`src/rtl/vx_mem_bridge_pkg.sv`:
```
// -----------------------------------------------------------------------------
// vx_mem_bridge_pkg
// Shared types and helpers for the Vortex-to-Wishbone memory bridge.
//   state_e      : bridge FSM states (IDLE / XFER / RESP)
//   beats()      : number of bus beats per Vortex line
//   beat_sel_w() : width of the beat index counter
//   req_t        : latched request control fields (rw, line address, tag)
// The address and tag fields of req_t are sized to fixed maxima so one
// package type serves every parameterisation; the bridge zero-extends into
// them on acceptance and narrows back on use.
// -----------------------------------------------------------------------------
package vx_mem_bridge_pkg;

  typedef enum logic [1:0] {
    IDLE = 2'd0,
    XFER = 2'd1,
    RESP = 2'd2
  } state_e;

  localparam int REQ_ADDR_MAX_W = 48;
  localparam int REQ_TAG_MAX_W  = 32;

  typedef struct packed {
    logic                      rw;
    logic [REQ_ADDR_MAX_W-1:0] addr;
    logic [REQ_TAG_MAX_W-1:0]  tag;
  } req_t;

  function automatic int beats(input int mem_data_w, input int bus_data_w);
    return mem_data_w / bus_data_w;
  endfunction

  // At least one counter bit, even for a single-beat line.
  function automatic int beat_sel_w(input int mem_data_w, input int bus_data_w);
    int n;
    n = beats(mem_data_w, bus_data_w);
    if (n > 32'sd1) begin
      return $clog2(n);
    end else begin
      return 32'sd1;
    end
  endfunction

endpackage

```
`src/rtl/vx_mem_bridge_if.sv`:
```
// -----------------------------------------------------------------------------
// Bus bundles for vx_mem_bridge.
//   vx_mem_bridge_if    : Vortex memory port (request + response channels).
//                         master = core side, slave = bridge side.
//   vx_mem_bridge_wb_if : classic Wishbone bus.
//                         master = bridge side, slave = memory side.
// -----------------------------------------------------------------------------
interface vx_mem_bridge_if #(
  parameter int MEM_DATA_W = 512,
  parameter int MEM_ADDR_W = 26,
  parameter int MEM_TAG_W  = 8
);
  logic                    mem_req_valid;
  logic                    mem_req_rw;
  logic [MEM_DATA_W/8-1:0] mem_req_byteen;
  logic [MEM_ADDR_W-1:0]   mem_req_addr;
  logic [MEM_DATA_W-1:0]   mem_req_data;
  logic [MEM_TAG_W-1:0]    mem_req_tag;
  logic                    mem_req_ready;
  logic                    mem_rsp_valid;
  logic [MEM_DATA_W-1:0]   mem_rsp_data;
  logic [MEM_TAG_W-1:0]    mem_rsp_tag;
  logic                    mem_rsp_ready;

  modport master (
    output mem_req_valid, mem_req_rw, mem_req_byteen, mem_req_addr,
           mem_req_data, mem_req_tag, mem_rsp_ready,
    input  mem_req_ready, mem_rsp_valid, mem_rsp_data, mem_rsp_tag
  );

  modport slave (
    input  mem_req_valid, mem_req_rw, mem_req_byteen, mem_req_addr,
           mem_req_data, mem_req_tag, mem_rsp_ready,
    output mem_req_ready, mem_rsp_valid, mem_rsp_data, mem_rsp_tag
  );
endinterface

interface vx_mem_bridge_wb_if #(
  parameter int BUS_DATA_W = 32,
  parameter int BUS_ADDR_W = 32
);
  logic                    cyc;
  logic                    stb;
  logic                    we;
  logic [BUS_ADDR_W-1:0]   adr;
  logic [BUS_DATA_W/8-1:0] sel;
  logic [BUS_DATA_W-1:0]   dat_w;
  logic [BUS_DATA_W-1:0]   dat_r;
  logic                    ack;

  modport master (
    output cyc, stb, we, adr, sel, dat_w,
    input  dat_r, ack
  );

  modport slave (
    input  cyc, stb, we, adr, sel, dat_w,
    output dat_r, ack
  );
endinterface

```
`src/rtl/vx_beat_serdes.sv`:
```
// -----------------------------------------------------------------------------
// vx_beat_serdes
// Line register shared by both transfer directions, addressed one bus beat
// at a time.
//   clk        in  clock
//   i_load     in  load the whole line (request acceptance)
//   i_line     in  line to load
//   i_wr_en    in  overwrite the slice selected by i_sel (read capture)
//   i_sel      in  beat index; beat 0 is the least significant slice
//   i_wr_slice in  slice data for i_wr_en
//   o_slice    out slice selected by i_sel (write beat data)
//   o_line     out full line (read response data)
// The line holds data only, so it carries no reset. LINE_W/SLICE_W must be a
// power of two so every i_sel value addresses a real slice.
// -----------------------------------------------------------------------------
module vx_beat_serdes #(
  parameter int LINE_W  = 512,
  parameter int SLICE_W = 32,
  parameter int SEL_W   = 4
) (
  input  logic               clk,
  input  logic               i_load,
  input  logic [LINE_W-1:0]  i_line,
  input  logic               i_wr_en,
  input  logic [SEL_W-1:0]   i_sel,
  input  logic [SLICE_W-1:0] i_wr_slice,
  output logic [SLICE_W-1:0] o_slice,
  output logic [LINE_W-1:0]  o_line
);

  logic [LINE_W-1:0] r_line;

  // Line storage: full load on acceptance, single-slice update on capture.
  always_ff @(posedge clk) begin
    if (i_load) begin
      r_line <= i_line;
    end else if (i_wr_en) begin
      r_line[int'(i_sel)*SLICE_W +: SLICE_W] <= i_wr_slice;
    end
  end

  assign o_slice = r_line[int'(i_sel)*SLICE_W +: SLICE_W];
  assign o_line  = r_line;

endmodule

```
`src/rtl/vx_mem_bridge.sv`:
```
// -----------------------------------------------------------------------------
// vx_mem_bridge
// Accepts one Vortex line request at a time and serialises it into
// BUS_DATA_W-bit beats on a classic Wishbone master. Read beats are gathered
// back into a line and returned with the original tag; writes give no response.
//   clk, reset : clock, synchronous active-high reset
//   vx         : Vortex memory port (slave side)
//   wb         : Wishbone bus (master side)
//   busy       : high whenever the FSM is not IDLE
// Build option VX_MEM_BRIDGE_WSKIP_EN: write beats whose byte-enable slice is
// all zero are skipped (one cycle each, no strobe) instead of being issued
// with wb.sel = 0.
// Constraints: line/bus ratio a power of two, MEM_ADDR_W <= 48, MEM_TAG_W <= 32.
// -----------------------------------------------------------------------------
module vx_mem_bridge
  import vx_mem_bridge_pkg::*;
#(
  parameter int                    MEM_DATA_W = 512,
  parameter int                    MEM_ADDR_W = 26,
  parameter int                    MEM_TAG_W  = 8,
  parameter int                    BUS_DATA_W = 32,
  parameter int                    BUS_ADDR_W = 32,
  parameter logic [BUS_ADDR_W-1:0] BASE_ADDR  = 32'h0000_0000
) (
  input  logic                       clk,
  input  logic                       reset,
  vx_mem_bridge_if.slave             vx,
  vx_mem_bridge_wb_if.master         wb,
  output logic                       busy
);

  localparam int BEATS      = beats(MEM_DATA_W, BUS_DATA_W);
  localparam int BEAT_SEL_W = beat_sel_w(MEM_DATA_W, BUS_DATA_W);
  localparam int SEL_W      = BUS_DATA_W / 8;
  localparam int OFF_W      = $clog2(SEL_W);
  localparam int ADR_W      = REQ_ADDR_MAX_W + BEAT_SEL_W + OFF_W;

  state_e                  r_state;
  state_e                  w_state_nxt;
  logic [BEAT_SEL_W-1:0]   r_cnt;
  logic [BEAT_SEL_W-1:0]   w_cnt_nxt;
  logic                    r_ready;
  req_t                    r_req;
  req_t                    w_req;
  logic [MEM_DATA_W/8-1:0] r_byteen;

  logic                    w_accept;
  logic                    w_skip;
  logic                    w_strobe;
  logic                    w_beat_done;
  logic                    w_last;
  logic                    w_capture;
  logic [SEL_W-1:0]        w_be_slice;
  logic [BUS_DATA_W-1:0]   w_beat_data;
  logic [ADR_W-1:0]        w_off;

  // r_ready is only ever set while heading into IDLE, so it doubles as "in IDLE".
  assign w_accept    = vx.mem_req_valid && r_ready;
  assign w_be_slice  = r_byteen[int'(r_cnt)*SEL_W +: SEL_W];
  assign w_last      = (r_cnt == BEAT_SEL_W'(BEATS - 1));

`ifdef VX_MEM_BRIDGE_WSKIP_EN
  assign w_skip      = (r_state == XFER) && r_req.rw && (w_be_slice == {SEL_W{1'b0}});
`else
  assign w_skip      = 1'b0;
`endif

  assign w_strobe    = (r_state == XFER) && !w_skip;
  // A skipped beat completes on its own; an issued beat completes on ack.
  assign w_beat_done = (r_state == XFER) && (w_skip || wb.ack);
  assign w_capture   = w_strobe && wb.ack && !r_req.rw;

  // Request fields widened into the package struct for latching.
  always_comb begin
    w_req      = '0;
    w_req.rw   = vx.mem_req_rw;
    w_req.addr = REQ_ADDR_MAX_W'(vx.mem_req_addr);
    w_req.tag  = REQ_TAG_MAX_W'(vx.mem_req_tag);
  end

  // Next-state and beat-counter logic.
  always_comb begin
    w_state_nxt = r_state;
    w_cnt_nxt   = r_cnt;
    case (r_state)
      IDLE: begin
        if (w_accept) begin
          w_state_nxt = XFER;
          w_cnt_nxt   = {BEAT_SEL_W{1'b0}};
        end else begin
          w_state_nxt = IDLE;
        end
      end
      XFER: begin
        if (w_beat_done) begin
          if (w_last) begin
            w_state_nxt = r_req.rw ? IDLE : RESP;
          end else begin
            w_cnt_nxt = r_cnt + BEAT_SEL_W'(1'b1);
          end
        end else begin
          w_state_nxt = XFER;
        end
      end
      RESP: begin
        if (vx.mem_rsp_ready) begin
          w_state_nxt = IDLE;
        end else begin
          w_state_nxt = RESP;
        end
      end
      default: begin
        w_state_nxt = IDLE;
        w_cnt_nxt   = {BEAT_SEL_W{1'b0}};
      end
    endcase
  end

  // State, counter and ready registers; ready is held low through reset.
  always_ff @(posedge clk) begin
    if (reset) begin
      r_state <= IDLE;
      r_cnt   <= {BEAT_SEL_W{1'b0}};
      r_ready <= 1'b0;
    end else begin
      r_state <= w_state_nxt;
      r_cnt   <= w_cnt_nxt;
      r_ready <= (w_state_nxt == IDLE);
    end
  end

  // Request control/byte-enable capture at acceptance (data-only, no reset).
  always_ff @(posedge clk) begin
    if (w_accept) begin
      r_req    <= w_req;
      r_byteen <= vx.mem_req_byteen;
    end
  end

  vx_beat_serdes #(
    .LINE_W  (MEM_DATA_W),
    .SLICE_W (BUS_DATA_W),
    .SEL_W   (BEAT_SEL_W)
  ) u_serdes (
    .clk        (clk),
    .i_load     (w_accept),
    .i_line     (vx.mem_req_data),
    .i_wr_en    (w_capture),
    .i_sel      (r_cnt),
    .i_wr_slice (wb.dat_r),
    .o_slice    (w_beat_data),
    .o_line     (vx.mem_rsp_data)
  );

  // Byte offset of the current beat; the sum wraps at the bus address width.
  assign w_off = {r_req.addr, r_cnt, {OFF_W{1'b0}}};

  assign wb.cyc   = w_strobe;
  assign wb.stb   = w_strobe;
  assign wb.we    = w_strobe && r_req.rw;
  assign wb.adr   = BUS_ADDR_W'(w_off + ADR_W'(BASE_ADDR));
  assign wb.sel   = !w_strobe ? {SEL_W{1'b0}} : (r_req.rw ? w_be_slice : {SEL_W{1'b1}});
  assign wb.dat_w = w_beat_data;

  assign vx.mem_req_ready = r_ready;
  assign vx.mem_rsp_valid = (r_state == RESP);
  assign vx.mem_rsp_tag   = MEM_TAG_W'(r_req.tag);
  assign busy             = (r_state != IDLE);

endmodule

```
`src/flat_wrapper.sv`:
```
// flat-port wrapper written by rule: the top's interface ports become plain ports
module vx_mem_bridge_flat import vx_mem_bridge_pkg::*;
#(
  parameter int                    MEM_DATA_W = 512,
  parameter int                    MEM_ADDR_W = 26,
  parameter int                    MEM_TAG_W  = 8,
  parameter int                    BUS_DATA_W = 32,
  parameter int                    BUS_ADDR_W = 32,
  parameter logic [BUS_ADDR_W-1:0] BASE_ADDR  = 32'h0000_0000
)
  (clk, reset, busy, vx_mem_req_valid, vx_mem_req_rw, vx_mem_req_byteen, vx_mem_req_addr, vx_mem_req_data, vx_mem_req_tag, vx_mem_rsp_ready, vx_mem_req_ready, vx_mem_rsp_valid, vx_mem_rsp_data, vx_mem_rsp_tag, wb_cyc, wb_stb, wb_we, wb_adr, wb_sel, wb_dat_w, wb_dat_r, wb_ack);
  vx_mem_bridge_if #(.MEM_DATA_W(MEM_DATA_W), .MEM_ADDR_W(MEM_ADDR_W), .MEM_TAG_W(MEM_TAG_W)) vx_i ();
  vx_mem_bridge_wb_if #(.BUS_DATA_W(BUS_DATA_W), .BUS_ADDR_W(BUS_ADDR_W)) wb_i ();
  input  logic clk;
  input  logic reset;
  output logic busy;
  input wire logic [$bits(vx_i.mem_req_valid)-1:0] vx_mem_req_valid;
  input wire logic [$bits(vx_i.mem_req_rw)-1:0] vx_mem_req_rw;
  input wire logic [$bits(vx_i.mem_req_byteen)-1:0] vx_mem_req_byteen;
  input wire logic [$bits(vx_i.mem_req_addr)-1:0] vx_mem_req_addr;
  input wire logic [$bits(vx_i.mem_req_data)-1:0] vx_mem_req_data;
  input wire logic [$bits(vx_i.mem_req_tag)-1:0] vx_mem_req_tag;
  input wire logic [$bits(vx_i.mem_rsp_ready)-1:0] vx_mem_rsp_ready;
  output wire logic [$bits(vx_i.mem_req_ready)-1:0] vx_mem_req_ready;
  output wire logic [$bits(vx_i.mem_rsp_valid)-1:0] vx_mem_rsp_valid;
  output wire logic [$bits(vx_i.mem_rsp_data)-1:0] vx_mem_rsp_data;
  output wire logic [$bits(vx_i.mem_rsp_tag)-1:0] vx_mem_rsp_tag;
  output wire logic [$bits(wb_i.cyc)-1:0] wb_cyc;
  output wire logic [$bits(wb_i.stb)-1:0] wb_stb;
  output wire logic [$bits(wb_i.we)-1:0] wb_we;
  output wire logic [$bits(wb_i.adr)-1:0] wb_adr;
  output wire logic [$bits(wb_i.sel)-1:0] wb_sel;
  output wire logic [$bits(wb_i.dat_w)-1:0] wb_dat_w;
  input wire logic [$bits(wb_i.dat_r)-1:0] wb_dat_r;
  input wire logic [$bits(wb_i.ack)-1:0] wb_ack;
  assign vx_i.mem_req_valid = vx_mem_req_valid;
  assign vx_i.mem_req_rw = vx_mem_req_rw;
  assign vx_i.mem_req_byteen = vx_mem_req_byteen;
  assign vx_i.mem_req_addr = vx_mem_req_addr;
  assign vx_i.mem_req_data = vx_mem_req_data;
  assign vx_i.mem_req_tag = vx_mem_req_tag;
  assign vx_i.mem_rsp_ready = vx_mem_rsp_ready;
  assign vx_mem_req_ready = vx_i.mem_req_ready;
  assign vx_mem_rsp_valid = vx_i.mem_rsp_valid;
  assign vx_mem_rsp_data = vx_i.mem_rsp_data;
  assign vx_mem_rsp_tag = vx_i.mem_rsp_tag;
  assign wb_cyc = wb_i.cyc;
  assign wb_stb = wb_i.stb;
  assign wb_we = wb_i.we;
  assign wb_adr = wb_i.adr;
  assign wb_sel = wb_i.sel;
  assign wb_dat_w = wb_i.dat_w;
  assign wb_i.dat_r = wb_dat_r;
  assign wb_i.ack = wb_ack;
  vx_mem_bridge #(.MEM_DATA_W(MEM_DATA_W), .MEM_ADDR_W(MEM_ADDR_W), .MEM_TAG_W(MEM_TAG_W), .BUS_DATA_W(BUS_DATA_W), .BUS_ADDR_W(BUS_ADDR_W), .BASE_ADDR(BASE_ADDR)) u_core (.clk(clk), .reset(reset), .vx(vx_i), .wb(wb_i), .busy(busy));
endmodule
```
`config.mk`:
```
export PLATFORM = sky130hd
export DESIGN_NAME = vx_mem_bridge_flat
export DESIGN_NICKNAME = d
export VERILOG_FILES = /design/src/rtl/vx_mem_bridge_pkg.sv /design/src/rtl/vx_mem_bridge_if.sv /design/src/rtl/vx_beat_serdes.sv /design/src/rtl/vx_mem_bridge.sv /design/src/flat_wrapper.sv
export SDC_FILE = /design/constraint.sdc
export NUM_CORES = 1
export LEC_CHECK = 0
export CAP_MARGIN = 0
export CORE_AREA = 4 4 482 484
export CTS_BUF_LIST = sky130_fd_sc_hd__clkbuf_4
export CTS_CLUSTER_SIZE = 25
export DETAILED_ROUTE_END_ITERATION = 12
export DIE_AREA = 0 0 486 488
export GPL_ROUTABILITY_DRIVEN = 0
export PLACE_DENSITY = 0.33
export SLEW_MARGIN = 5
export SYNTH_ARGS = -nofsm -noshare
export SYNTH_HDL_FRONTEND = slang
export SYNTH_HIERARCHICAL = 1
export SYNTH_SLANG_ARGS = --single-unit
```
`constraint.sdc`:
```
create_clock -name clk -period 5.5 [get_ports clk]
set_input_delay 0.55 -clock clk [delete_from_list [all_inputs] [get_ports clk]]
set_output_delay 0.55 -clock clk [all_outputs]
set_load 0.01 [all_outputs]
```
# Yosys cells after proc, flatten, opt, wreduce, memory -nomap -nowiden
# Cells that the tools add are included.
dict set report classes {
  add_sub_neg 2
  n_mul 0
  div 0
  order_cmp 0
  eq_ne 6
  shifts 4
  mux 15
  bitwise 1
  reduce_logical 10
}
# operator count
set ops {}
lappend ops {{$mux W512} 2}
lappend ops {{$bwmux W512} 1}
lappend ops {{$shift A32 B33 Y512 const A} 1}
lappend ops {{$shiftx A32 B33 Y512} 1}
lappend ops {{$shiftx A512 B10 Y32} 1}
lappend ops {{$shiftx A64 B7 Y4} 1}
lappend ops {{$neg A9 Y33} 1}
lappend ops {{$mux W4} 5}
lappend ops {{$pmux W4 S3} 1}
lappend ops {{$mux W2} 4}
lappend ops {{$ne A2 B2 Y1 const B} 3}
lappend ops {{$pmux W2 S3} 1}
lappend ops {{$add A4 B1 Y4 const B} 1}
lappend ops {{$eq A4 B4 Y1 const B} 1}
lappend ops {{$logic_and A1 B1 Y1} 4}
lappend ops {{$logic_not A2 Y1} 2}
lappend ops {{$reduce_and A4 Y1} 1}
lappend ops {{$reduce_bool A2 Y1} 2}
lappend ops {{$eq A2 B1 Y1 const B} 1}
lappend ops {{$eq A2 B2 Y1 const B} 1}
lappend ops {{$logic_not A1 Y1} 1}
lappend ops {{$mux W1} 1}
lappend ops {{$not A1 Y1} 1}
dict set report word_totals {
  register_bits 618
  latchBits 0
  ramBits 0
  mem_bits_ro 0
  inputBits 648
  out_inout_bits 594
  word_cells 46
  n_memories 0
}

# Depth between registers and ports, before layout
# Gate-level depths: netlist of run 1.
dict set report logic_depth {
  word_depth 5
  mapped_depth 10
  mapped_depth_nobuf 6
}

# Hierarchy
# Netlist of run 1, hierarchy kept.
# module n_inst cells_each area_per_inst_um2 seq_area_each_um2
set by_module_without_submodules {}
lappend by_module_without_submodules {vx_beat_serdes 1 1690 25293.0 15374.7}
lappend by_module_without_submodules {vx_mem_bridge 1 229 4221.5 3113.0}

# Worst setup path after synthesis of run 1
# No wires, ideal clock.
dict set report synth_timing {
  kind {input to register}
  startpoint {input vx_mem_req_valid}
  endpoint {register u_core.u_serdes.r_line[160] (netlist: u_core/u_serdes/o_line[160]), enable pin}
  setup_ns 0.388
  arrival_time_ns 4.967
  required_ns 5.112
  setup_slack_ns 0.145
  cell_stages 6
  cell_sequence {and2_1 buf_2 clkbuf_1 clkbuf_1 buf_1 a21o_1}
}
dict set report synth_between {
  elab_chain_cells 2
}
# item line_no
set synth_lines {}
lappend synth_lines {{start, declared} flat_wrapper.sv:17} ;# input wire logic [$bits(vx_i.mem_req_valid)-1:0] vx_mem_req_valid;
lappend synth_lines {{$logic_and A1 B1 Y1} vx_mem_bridge.sv:58} ;# assign w_accept = vx.mem_req_valid && r_ready;
lappend synth_lines {{$reduce_bool A2 Y1 (no source line)} --}
lappend synth_lines {{end signal, assigned} vx_beat_serdes.sv:36} ;# r_line <= i_line;
lappend synth_lines {{end signal, assigned by index} vx_beat_serdes.sv:38} ;# r_line[int'(i_sel)*SLICE_W +: SLICE_W] <= i_wr_slice;
lappend synth_lines {{end, declared} vx_beat_serdes.sv:31} ;# logic [LINE_W-1:0] r_line;
# Every way passes these cells.
# A chain may end at the register's enable or synchronous reset.

# Final worst setup path of run 1
dict set report layout_timing {
  startpoint {register u_core.r_cnt[0]}
  endpoint {output wb_dat_w[27]}
}
dict set report layout_between {
  elab_chain_cells 1
}
# item line_no
set layout_lines {}
lappend layout_lines {{start, declared} vx_mem_bridge.sv:40} ;# logic [BEAT_SEL_W-1:0] r_cnt;
lappend layout_lines {{start signal, assigned} vx_mem_bridge.sv:123} ;# r_cnt <= {BEAT_SEL_W{1'b0}};
lappend layout_lines {{start signal, assigned} vx_mem_bridge.sv:127} ;# r_cnt <= w_cnt_nxt;
lappend layout_lines {{$shiftx A512 B10 Y32} vx_beat_serdes.sv:42} ;# assign o_slice = r_line[int'(i_sel)*SLICE_W +: SLICE_W];
lappend layout_lines {{end, declared} flat_wrapper.sv:33} ;# output wire logic [$bits(wb_i.dat_w)-1:0] wb_dat_w;
# Every way passes these cells.

==> summary.json, run 1 <==
{
  "route": {
    "antenna_violating_nets_post_route": 0,
    "routed_wire_length_per_instance_um": 36.8,
    "route.detailed.drc": 0,
    "post_detailed_routing_wire_length_um": 257000,
    "firstDrtPassIters": 6,
    "num_vias": 29105,
    "first_iter_violations": 2066,
    "vias_per_cell": 4.17
  },
  "sta": {
    "final.setup_skew_ns": 0.0640,
    "timing.final.crit_share_pct": 92.6,
    "rsz0062_at_grt": "false",
    "maximum_achievable_frequency_ghz": 0.196,
    "timing_max_transition_violations_final": 0,
    "max_slew.worst_pin.slew_ns": 1.25,
    "setup_violations": 0,
    "final.setup.worst_slack_ns": 0.407,
    "timing.slew.headroom_pct": 16.5,
    "hold_viol": 0,
    "final.min_clock_period_ns": 5.09
  },
  "final_layout": {
    "multiInputGateArea_mm2": 0.0100,
    "final_cells": 6980,
    "fill_cells": 24216,
    "seqCellArea_mm2": 0.0185,
    "drive_above_1_share_pct": 13.2,
    "most_common_library_cell_in_the_layout_ignoring_fill_and_taps": "sky130_fd_sc_hd__clkdlybuf4s50_1",
    "syn_to_final_growth_pct": 84.3,
    "fin_area_mm2": 0.0544,
    "layout.nets": 4443,
    "layout.cells.most_common_list": "1235 x sky130_fd_sc_hd__clkdlybuf4s50_1, 629 x sky130_fd_sc_hd__dlygate4sd3_1, 611 x sky130_fd_sc_hd__edfxtp_1"
  },
  "floorplan": {
    "io_pins": 1242,
    "fp.coreArea_mm2": 0.227,
    "die-width_um": 486,
    "floorplan.die.height_um": 488,
    "floorplan.die_area_mm2": 0.237,
    "num_rows": 175,
    "initial_core_util_pct": 13.0
  },
  "logic_synthesis": {
    "postSynth.asyncResetShare_pct": 0,
    "postSynthRegisterBits": 618,
    "synth_cells": 1919,
    "yosysWarnings": 6,
    "synth.cell_area_mm2": 0.0295,
    "synth_edf_count": 611,
    "yosys.cell_types.count": 50,
    "avgSynthCellArea_um2": 15.4,
    "yosys_most_used_dff": "sky130_fd_sc_hd__edfxtp_1",
    "synth_seq_area_share_pct": 62.6
  },
  "global_route": {
    "global_routing_usage_on_met3_pct": 6.23,
    "met2_usage_pct": 35.7,
    "grt_pass1_wl_um": 326000,
    "globalRouteOverflowTotal": 0,
    "grt_pass1_vias": 31244,
    "pin_count_of_the_biggest_net_entering_global_routing": 163,
    "global_route.usage.total_pct": 20.8,
    "global_route.peak_usage_layer": "met2",
    "use_met1_pct": 25.1,
    "antenna_violations_before_repair": 69
  },
  "worst_setup_path": {
    "cp_slowest_stage_delay_ns": 0.75,
    "critical_path_arrival_ns": 4.54,
    "worstPathRequired_ns": 4.95,
    "critPathTopFamily": "buffers and inverters",
    "startpoint_type": "register",
    "reg2reg_depth": 7,
    "path_buf_inv": 3,
    "timing_worst_setup_path_type": "reg2out",
    "worstSetupEndpointType": "output pin",
    "crit_fanout": 35,
    "crit_path_cell_trace": "buf_4 > buf_12 > mux2i_1 > a221oi_1 > nor2_1 > o21ai_1 > clkdlybuf4s50_1",
    "crit_cells": 7,
    "crit_path_top_delay_cell": "sky130_fd_sc_hd__dfxtp_4"
  },
  "placed_design": {
    "numPortBuffers": 1239,
    "post_dp_cell_area_mm2": 0.0454,
    "placed_cells": 5962,
    "hpwl_um": 190000,
    "pre_cts_slack_ns": 1.24
  },
  "cts": {
    "clock-sinks": 618,
    "cts_buffer_depth": 3,
    "clkLatencyLatePin_ns": 1.19,
    "cts_root_buffer": "sky130_fd_sc_hd__clkbuf_4",
    "post-cts-setup-buffer-count": 0,
    "tritoncts": "built",
    "cts_made_buffers": 203,
    "cts.htree.levels": 4,
    "clk_pin_slew_worst_paths_ns": 0.06
  },
  "pwr": {
    "total_power_mw": 13.7,
    "total_leakage_power_nw": 18.3,
    "power.ir.vdd_worst_v": 0.000185,
    "power_per_cell_area_mw_per_mm2": 251
  },
  "outcome": {
    "run_status": "completed"
  },
  "min_path": {
    "min-delay-path-class": "in2reg",
    "whs_path_depth": 2
  },
  "run": {
    "max_cap_viol_count": 0
  }
}
==> cells by family (layout without fill, tap and decap cells) <==
logic type	Yosys count	in the layout	synth area share, %
DFF	618	618	62.6
AOI/OAI and AO/OA	672	672	19.8
other	1	34	0.0127
xor gates and xnor gates	2	2	0.0594
and+or+nand+nor	113	115	2.08
adders and majority gates	6	6	0.254
muxes	214	214	10.6
buffers and inverters	293	2310	4.56
==> power by group <==
| part | total (mW) | internal (mW) | leakage, nW | switching [mW] |
|---|---|---|---|---|
| logic | 2.75 | 1.40 | 10.9 | 1.35 |
| registers | 5.73 | 5.49 | 5.84 | 0.242 |
| clock network | 5.18 | 2.64 | 1.55 | 2.54 |
==> metrics by stage <==
| step | util (%) | TNS, ns | hold WS [ns] |
|---|---|---|---|
| detailed placement | 20.0 | 0 | 0.635 |
| floorplan | - | 0 | 0.584 |
| finish | 23.9 | 0 | 0.190 |
| global placement | 20.0 | 0 | 0.630 |
| CTS | 23.9 | -0.00901 | 0.000528 |
| global route | 23.9 | 0 | 0.0136 |
==> synth_stat cells, drive strengths merged, types with 5 or more instances <==
cell / number / area share (%)
a21o: 5 / 0.13
a221oi: 64 / 1.9
a22o: 384 / 11
a22oi: 37 / 0.94
a32o: 128 / 4.3
buf: 137 / 2.6
clkbuf: 147 / 1.9
dfxtp: 7 / 0.47
edfxtp: 611 / 62
ha: 6 / 0.25
inv: 9 / 0.11
mux2i: 138 / 4.7
mux4: 76 / 5.9
nand2: 17 / 0.22
nand3: 8 / 0.14
nor2: 46 / 0.59
nor2b: 6 / 0.13
nor3: 11 / 0.29
o21ai: 35 / 0.59
o31ai: 5 / 0.13
==> per-layer routing <==
layer	up-vias	part of all wire [%]
met4	26	2.8
met5	-	0.065
met3	334	7.5
li1	12026	-
met1	15112	41
met2	1607	48
==> area by class of cell <==
type | instances | area share (%)
flip-flops and latches | 618 | 34.0
diodes | 32 | 0.147
clock inverters | 55 | 0.676
inverters | 9 | 0.0644
repair buffers | 1946 | 35.6
clock buffers | 300 | 4.14
multi-input cells | 1011 | 18.4
well taps | 3009 | 6.92
==> state kept, by name, indices dropped and copies added, names as in the netlist <==
name,cells
u_core/r_req,27
u_core/vx.mem_rsp_tag,8
u_core/r_byteen,64
u_core/r_state,2
u_core/r_cnt,4
u_core/vx.mem_req_ready,1
u_core/u_serdes/o_line,512
==> final timing paths <==
| check | startpoint | to | slack (ns) |
|---|---|---|---|
| setup reg to reg | u_core/r_cnt[3] | u_core/u_serdes/o_line[258] | 1.18 |
| hold reg to reg | u_core/r_state[0] | u_core/r_cnt[1] | 0.62 |
| hold / removal | wb_dat_r[4] | u_core/u_serdes/o_line[484] | 0.19 |
| setup / recovery | u_core/r_cnt[0] | wb_dat_w[27] | 0.41 |
==> repair_timing <==
action                     4_1_cts  5_1_grt
setup endpoints to repair       12        7
gates cloned                     1        1
pin swaps                        0        1
hold endpoints to repair       608        0
hold buffers                   629        0
gates resized for setup          3        0
No activity file was read; power rests on OpenSTA's default activity.
==> run 2, diff against run 1 <==
==> constraint.sdc (replaced) <==
create_clock -name clk -period 5.5 [get_ports clk]
set_input_delay 0.55 -clock clk [delete_from_list [all_inputs] [get_ports clk]]
set_output_delay 0.55 -clock clk [all_outputs]
set_load 0.05 [all_outputs]
==> summary.json, run 2 (synthesized netlist as in run 1, its figures left out) <==
{
  "outcome": {
    "run_status": {"value": "completed", "change": "unchanged"}
  },
  "placed_design": {
    "numPortBuffers": {"value": 1239, "change": "unchanged"},
    "hpwl": {"value": 186000, "unit": "µm", "change": "was 190000 µm"},
    "post_dp_cell_area": {"value": 0.0454, "unit": "mm²", "change": "about the same"}
  },
  "floorplan": {
    "floorplan.die.height": {"value": 488, "unit": "µm", "change": "unchanged"},
    "io_pins": {"value": 1242, "change": "unchanged"},
    "fp.coreArea": {"value": 0.227, "unit": "mm²", "change": "unchanged"},
    "num_rows": {"value": 175, "change": "unchanged"},
    "die-width": {"value": 486, "unit": "µm", "change": "unchanged"},
    "floorplan.die_area": {"value": 0.237, "unit": "mm²", "change": "unchanged"},
    "initial_core_util": {"value": 13.0, "unit": "%", "change": "unchanged"}
  },
  "global_route": {
    "grt_pass1_wl": {"value": 318000, "unit": "µm", "change": "was 326000 µm"},
    "grt_pass1_vias": {"value": 30506, "change": "was 31244"},
    "globalRouteOverflowTotal": {"value": 0, "change": "unchanged"},
    "global_route.usage.total": {"value": 20.4, "unit": "%", "change": "was 20.8%"},
    "pin_count_of_the_biggest_net_entering_global_routing": {"value": 145, "change": "was 163"},
    "antenna_violations_before_repair": {"value": 51, "change": "was 69"}
  },
  "cts": {
    "cts_made_buffers": {"value": 201, "change": "was 203"},
    "cts_buffer_depth": {"value": 3, "change": "unchanged"},
    "cts.htree.levels": {"value": 4, "change": "unchanged"},
    "clkLatencyLatePin": {"value": 1.20, "unit": "ns", "change": "was 1.19 ns"},
    "tritoncts": {"value": "built", "change": "unchanged"},
    "clk_pin_slew_worst_paths": {"value": 0.07, "unit": "ns", "change": "was 0.06 ns"},
    "clock-sinks": {"value": 618, "change": "unchanged"},
    "cts_root_buffer": {"value": "sky130_fd_sc_hd__clkbuf_4", "change": "unchanged"}
  },
  "final_layout": {
    "fill_cells": {"value": 24148, "change": "was 24216"},
    "drive_above_1_share": {"value": 13.0, "unit": "%", "change": "was 13.2%"},
    "layout.nets": {"value": 4447, "change": "was 4443"},
    "syn_to_final_growth": {"value": 84.2, "unit": "%", "change": "was 84.3%"},
    "most_common_library_cell_in_the_layout_ignoring_fill_and_taps": {"value": "sky130_fd_sc_hd__clkdlybuf4s50_1", "change": "unchanged"},
    "largest_reg_flops": {"value": 512, "change": "unchanged"},
    "layout.cells.most_common_list": {"value": "1229 x sky130_fd_sc_hd__clkdlybuf4s50_1, 632 x sky130_fd_sc_hd__dlygate4sd3_1, 611 x sky130_fd_sc_hd__edfxtp_1", "change": "was 1235 x sky130_fd_sc_hd__clkdlybuf4s50_1, 629 x sky130_fd_sc_hd__dlygate4sd3_1, 611 x sky130_fd_sc_hd__edfxtp_1"},
    "fin_area": {"value": 0.0544, "unit": "mm²", "change": "about the same"},
    "finalCoreUtilization": {"value": 23.9, "unit": "%", "change": "about the same"}
  },
  "route": {
    "vias_per_cell": {"value": 4.14, "change": "was 4.17"},
    "firstDrtPassIters": {"value": 5, "change": "was 6"},
    "routed_wire_length_per_instance": {"value": 36.0, "unit": "µm", "change": "was 36.8 µm"},
    "num_vias": {"value": 28892, "change": "was 29105"},
    "antenna_violating_nets_post_route": {"value": 0, "change": "unchanged"},
    "route.detailed.drc": {"value": 0, "change": "unchanged"},
    "post_detailed_routing_wire_length": {"value": 252000, "unit": "µm", "change": "was 257000 µm"},
    "first_iter_violations": {"value": 2326, "change": "was 2066"}
  },
  "sta": {
    "setup_violations": {"value": 0, "change": "unchanged"},
    "timing.final.crit_share": {"value": 95.0, "unit": "%", "change": "was 92.6%"},
    "final.setup_skew": {"value": 0.0990, "unit": "ns", "change": "was 0.0640 ns"},
    "timing_max_transition_violations_final": {"value": 0, "change": "unchanged"},
    "max_slew.worst_pin.slew": {"value": 1.24, "unit": "ns", "change": "was 1.25 ns"},
    "maximum_achievable_frequency": {"value": 0.191, "unit": "GHz", "change": "was 0.196 GHz"},
    "timing.slew.headroom": {"value": 17.4, "unit": "%", "change": "was 16.5%"},
    "timing.setup.tns": {"value": 0, "unit": "ns", "change": "unchanged"},
    "final.min_clock_period": {"value": 5.22, "unit": "ns", "change": "was 5.09 ns"},
    "hold_viol": {"value": 0, "change": "unchanged"}
  },
  "worst_setup_path": {
    "critical_path_arrival": {"value": 4.67, "unit": "ns", "change": "was 4.54 ns"},
    "timing_worst_setup_path_type": {"value": "reg2out", "change": "unchanged"},
    "crit_fanout": {"value": 61, "change": "was 35"},
    "reg2reg_depth": {"value": 8, "change": "was 7"},
    "startpoint_type": {"value": "register", "change": "unchanged"},
    "worstPathRequired": {"value": 4.95, "unit": "ns", "change": "about the same"},
    "timing.reg2reg.setup_slack": {"value": 1.19, "unit": "ns", "change": "was 1.18 ns"},
    "worstSetupEndpointType": {"value": "output pin", "change": "unchanged"}
  },
  "pwr": {
    "proportion_of_power_drawn_by_flip_flops_and_latches": {"value": 40.6, "unit": "%", "change": "was 42.0%"},
    "power.ir.vdd_worst": {"value": 0.000203, "unit": "V", "change": "was 0.000185 V"},
    "combinationalPowerShare": {"value": 24.3, "unit": "%", "change": "was 20.1%"},
    "share_clk_of_total_power": {"value": 35.1, "unit": "%", "change": "was 37.9%"},
    "net-switching-power": {"value": 4.77, "unit": "mW", "change": "was 4.14 mW"},
    "total_leakage_power": {"value": 18.3, "unit": "nW", "change": "about the same"},
    "total_power": {"value": 14.1, "unit": "mW", "change": "was 13.7 mW"},
    "cell_internal_pwr": {"value": 9.36, "unit": "mW", "change": "was 9.53 mW"},
    "p_sw_share": {"value": 33.8, "unit": "%", "change": "was 30.3%"},
    "power_per_cell_area": {"value": 260, "unit": "mW/mm²", "change": "was 251 mW/mm²"}
  },
  "run": {
    "max_cap_viol_count": {"value": 0, "change": "unchanged"}
  },
  "min_path": {
    "min-delay-path-class": {"value": "in2reg", "change": "unchanged"},
    "whs_path_depth": {"value": 2, "change": "unchanged"}
  }
}
[run 2: cell types whose count changed in the layout (fill, tap and decap cells not counted), moves of 4 or more]
cell	previous run	this run
sky130_fd_sc_hd__buf_12	9	13
sky130_fd_sc_hd__buf_4	68	74
sky130_fd_sc_hd__clkbuf_4	300	285
sky130_fd_sc_hd__clkdlybuf4s50_1	1235	1229
sky130_fd_sc_hd__clkinv_1	36	45
sky130_fd_sc_hd__diode_2	32	36
sky130_fd_sc_hd__dlygate4sd2_1	0	4
[run 2: worst paths after layout]
kind                        startpoint                          end
setup / recovery       u_core/r_cnt[0]                  wb_dat_w[8]
hold / removal    vx_mem_req_data[235]  u_core/u_serdes/o_line[235]
hold reg to reg      u_core/r_state[0]              u_core/r_cnt[1]
setup reg to reg       u_core/r_cnt[0]  u_core/u_serdes/o_line[321]
[run 2: power groups by stage]
stage	sequential [mW]	clock, mW	combinational, mW
finish	5.74	4.95	3.44
global route	5.75	5.44	3.57
CTS	5.74	5.22	3.49
detailed placement	5.84	0	3.06
global placement	5.85	0	3.06
floorplan	6.36	0	0.811
[run 2: layout make-up]
class                      instances  area (µm²)  area share, %
inverter                           9        35.0         0.0644
clock buffer                     285        2140           3.94
multi-input combinational       1009        9980           18.4
timing repair buffer            1954       19500           35.8
sequential                       618       18500           34.0
antenna                           36        90.1          0.166
tap                             3009        3760           6.92
clock inverter                    67         367          0.674
[run 2: what timing repair did]
action | CTS | global route
endpoints found under the setup margin | 6 | 0
hold buffers | 632 | 0
hold endpoints to repair | 602 | 0
buffers inserted | 1 | 0
gates resized for setup | 6 | 0
[run 2: through the flow]
step,hold WS [ns],worst slack (ns),instances
after floorplan,0.584,0.106,1920
final,0.218,0.275,6987
after global routing,0.0117,-0.0110,6971
after detailed placement,0.627,0.956,5966
after CTS,0.00412,0.0719,6951
after global placement,0.650,0.887,5966
[run 2: worst max-delay path: stages (launching register included)]
cell and delay [ns]:
sky130_fd_sc_hd__dfxtp_4 0.68, sky130_fd_sc_hd__buf_12 0.43, sky130_fd_sc_hd__mux2i_1 0.39, sky130_fd_sc_hd__a221oi_1 0.65, sky130_fd_sc_hd__a22oi_1 0.18, sky130_fd_sc_hd__o21ai_1 0.13
sky130_fd_sc_hd__clkdlybuf4s50_1 0.89
[run 2: routing by layer]
layer  vias up  global-route usage [%]  share of wire, %
li1      12031                       -                 -
met1     14850                    25.0                41
met2      1685                    34.5                48
met3       312                    6.48               8.4
met4        14                    5.23               2.6
met5         -                       0             0.032
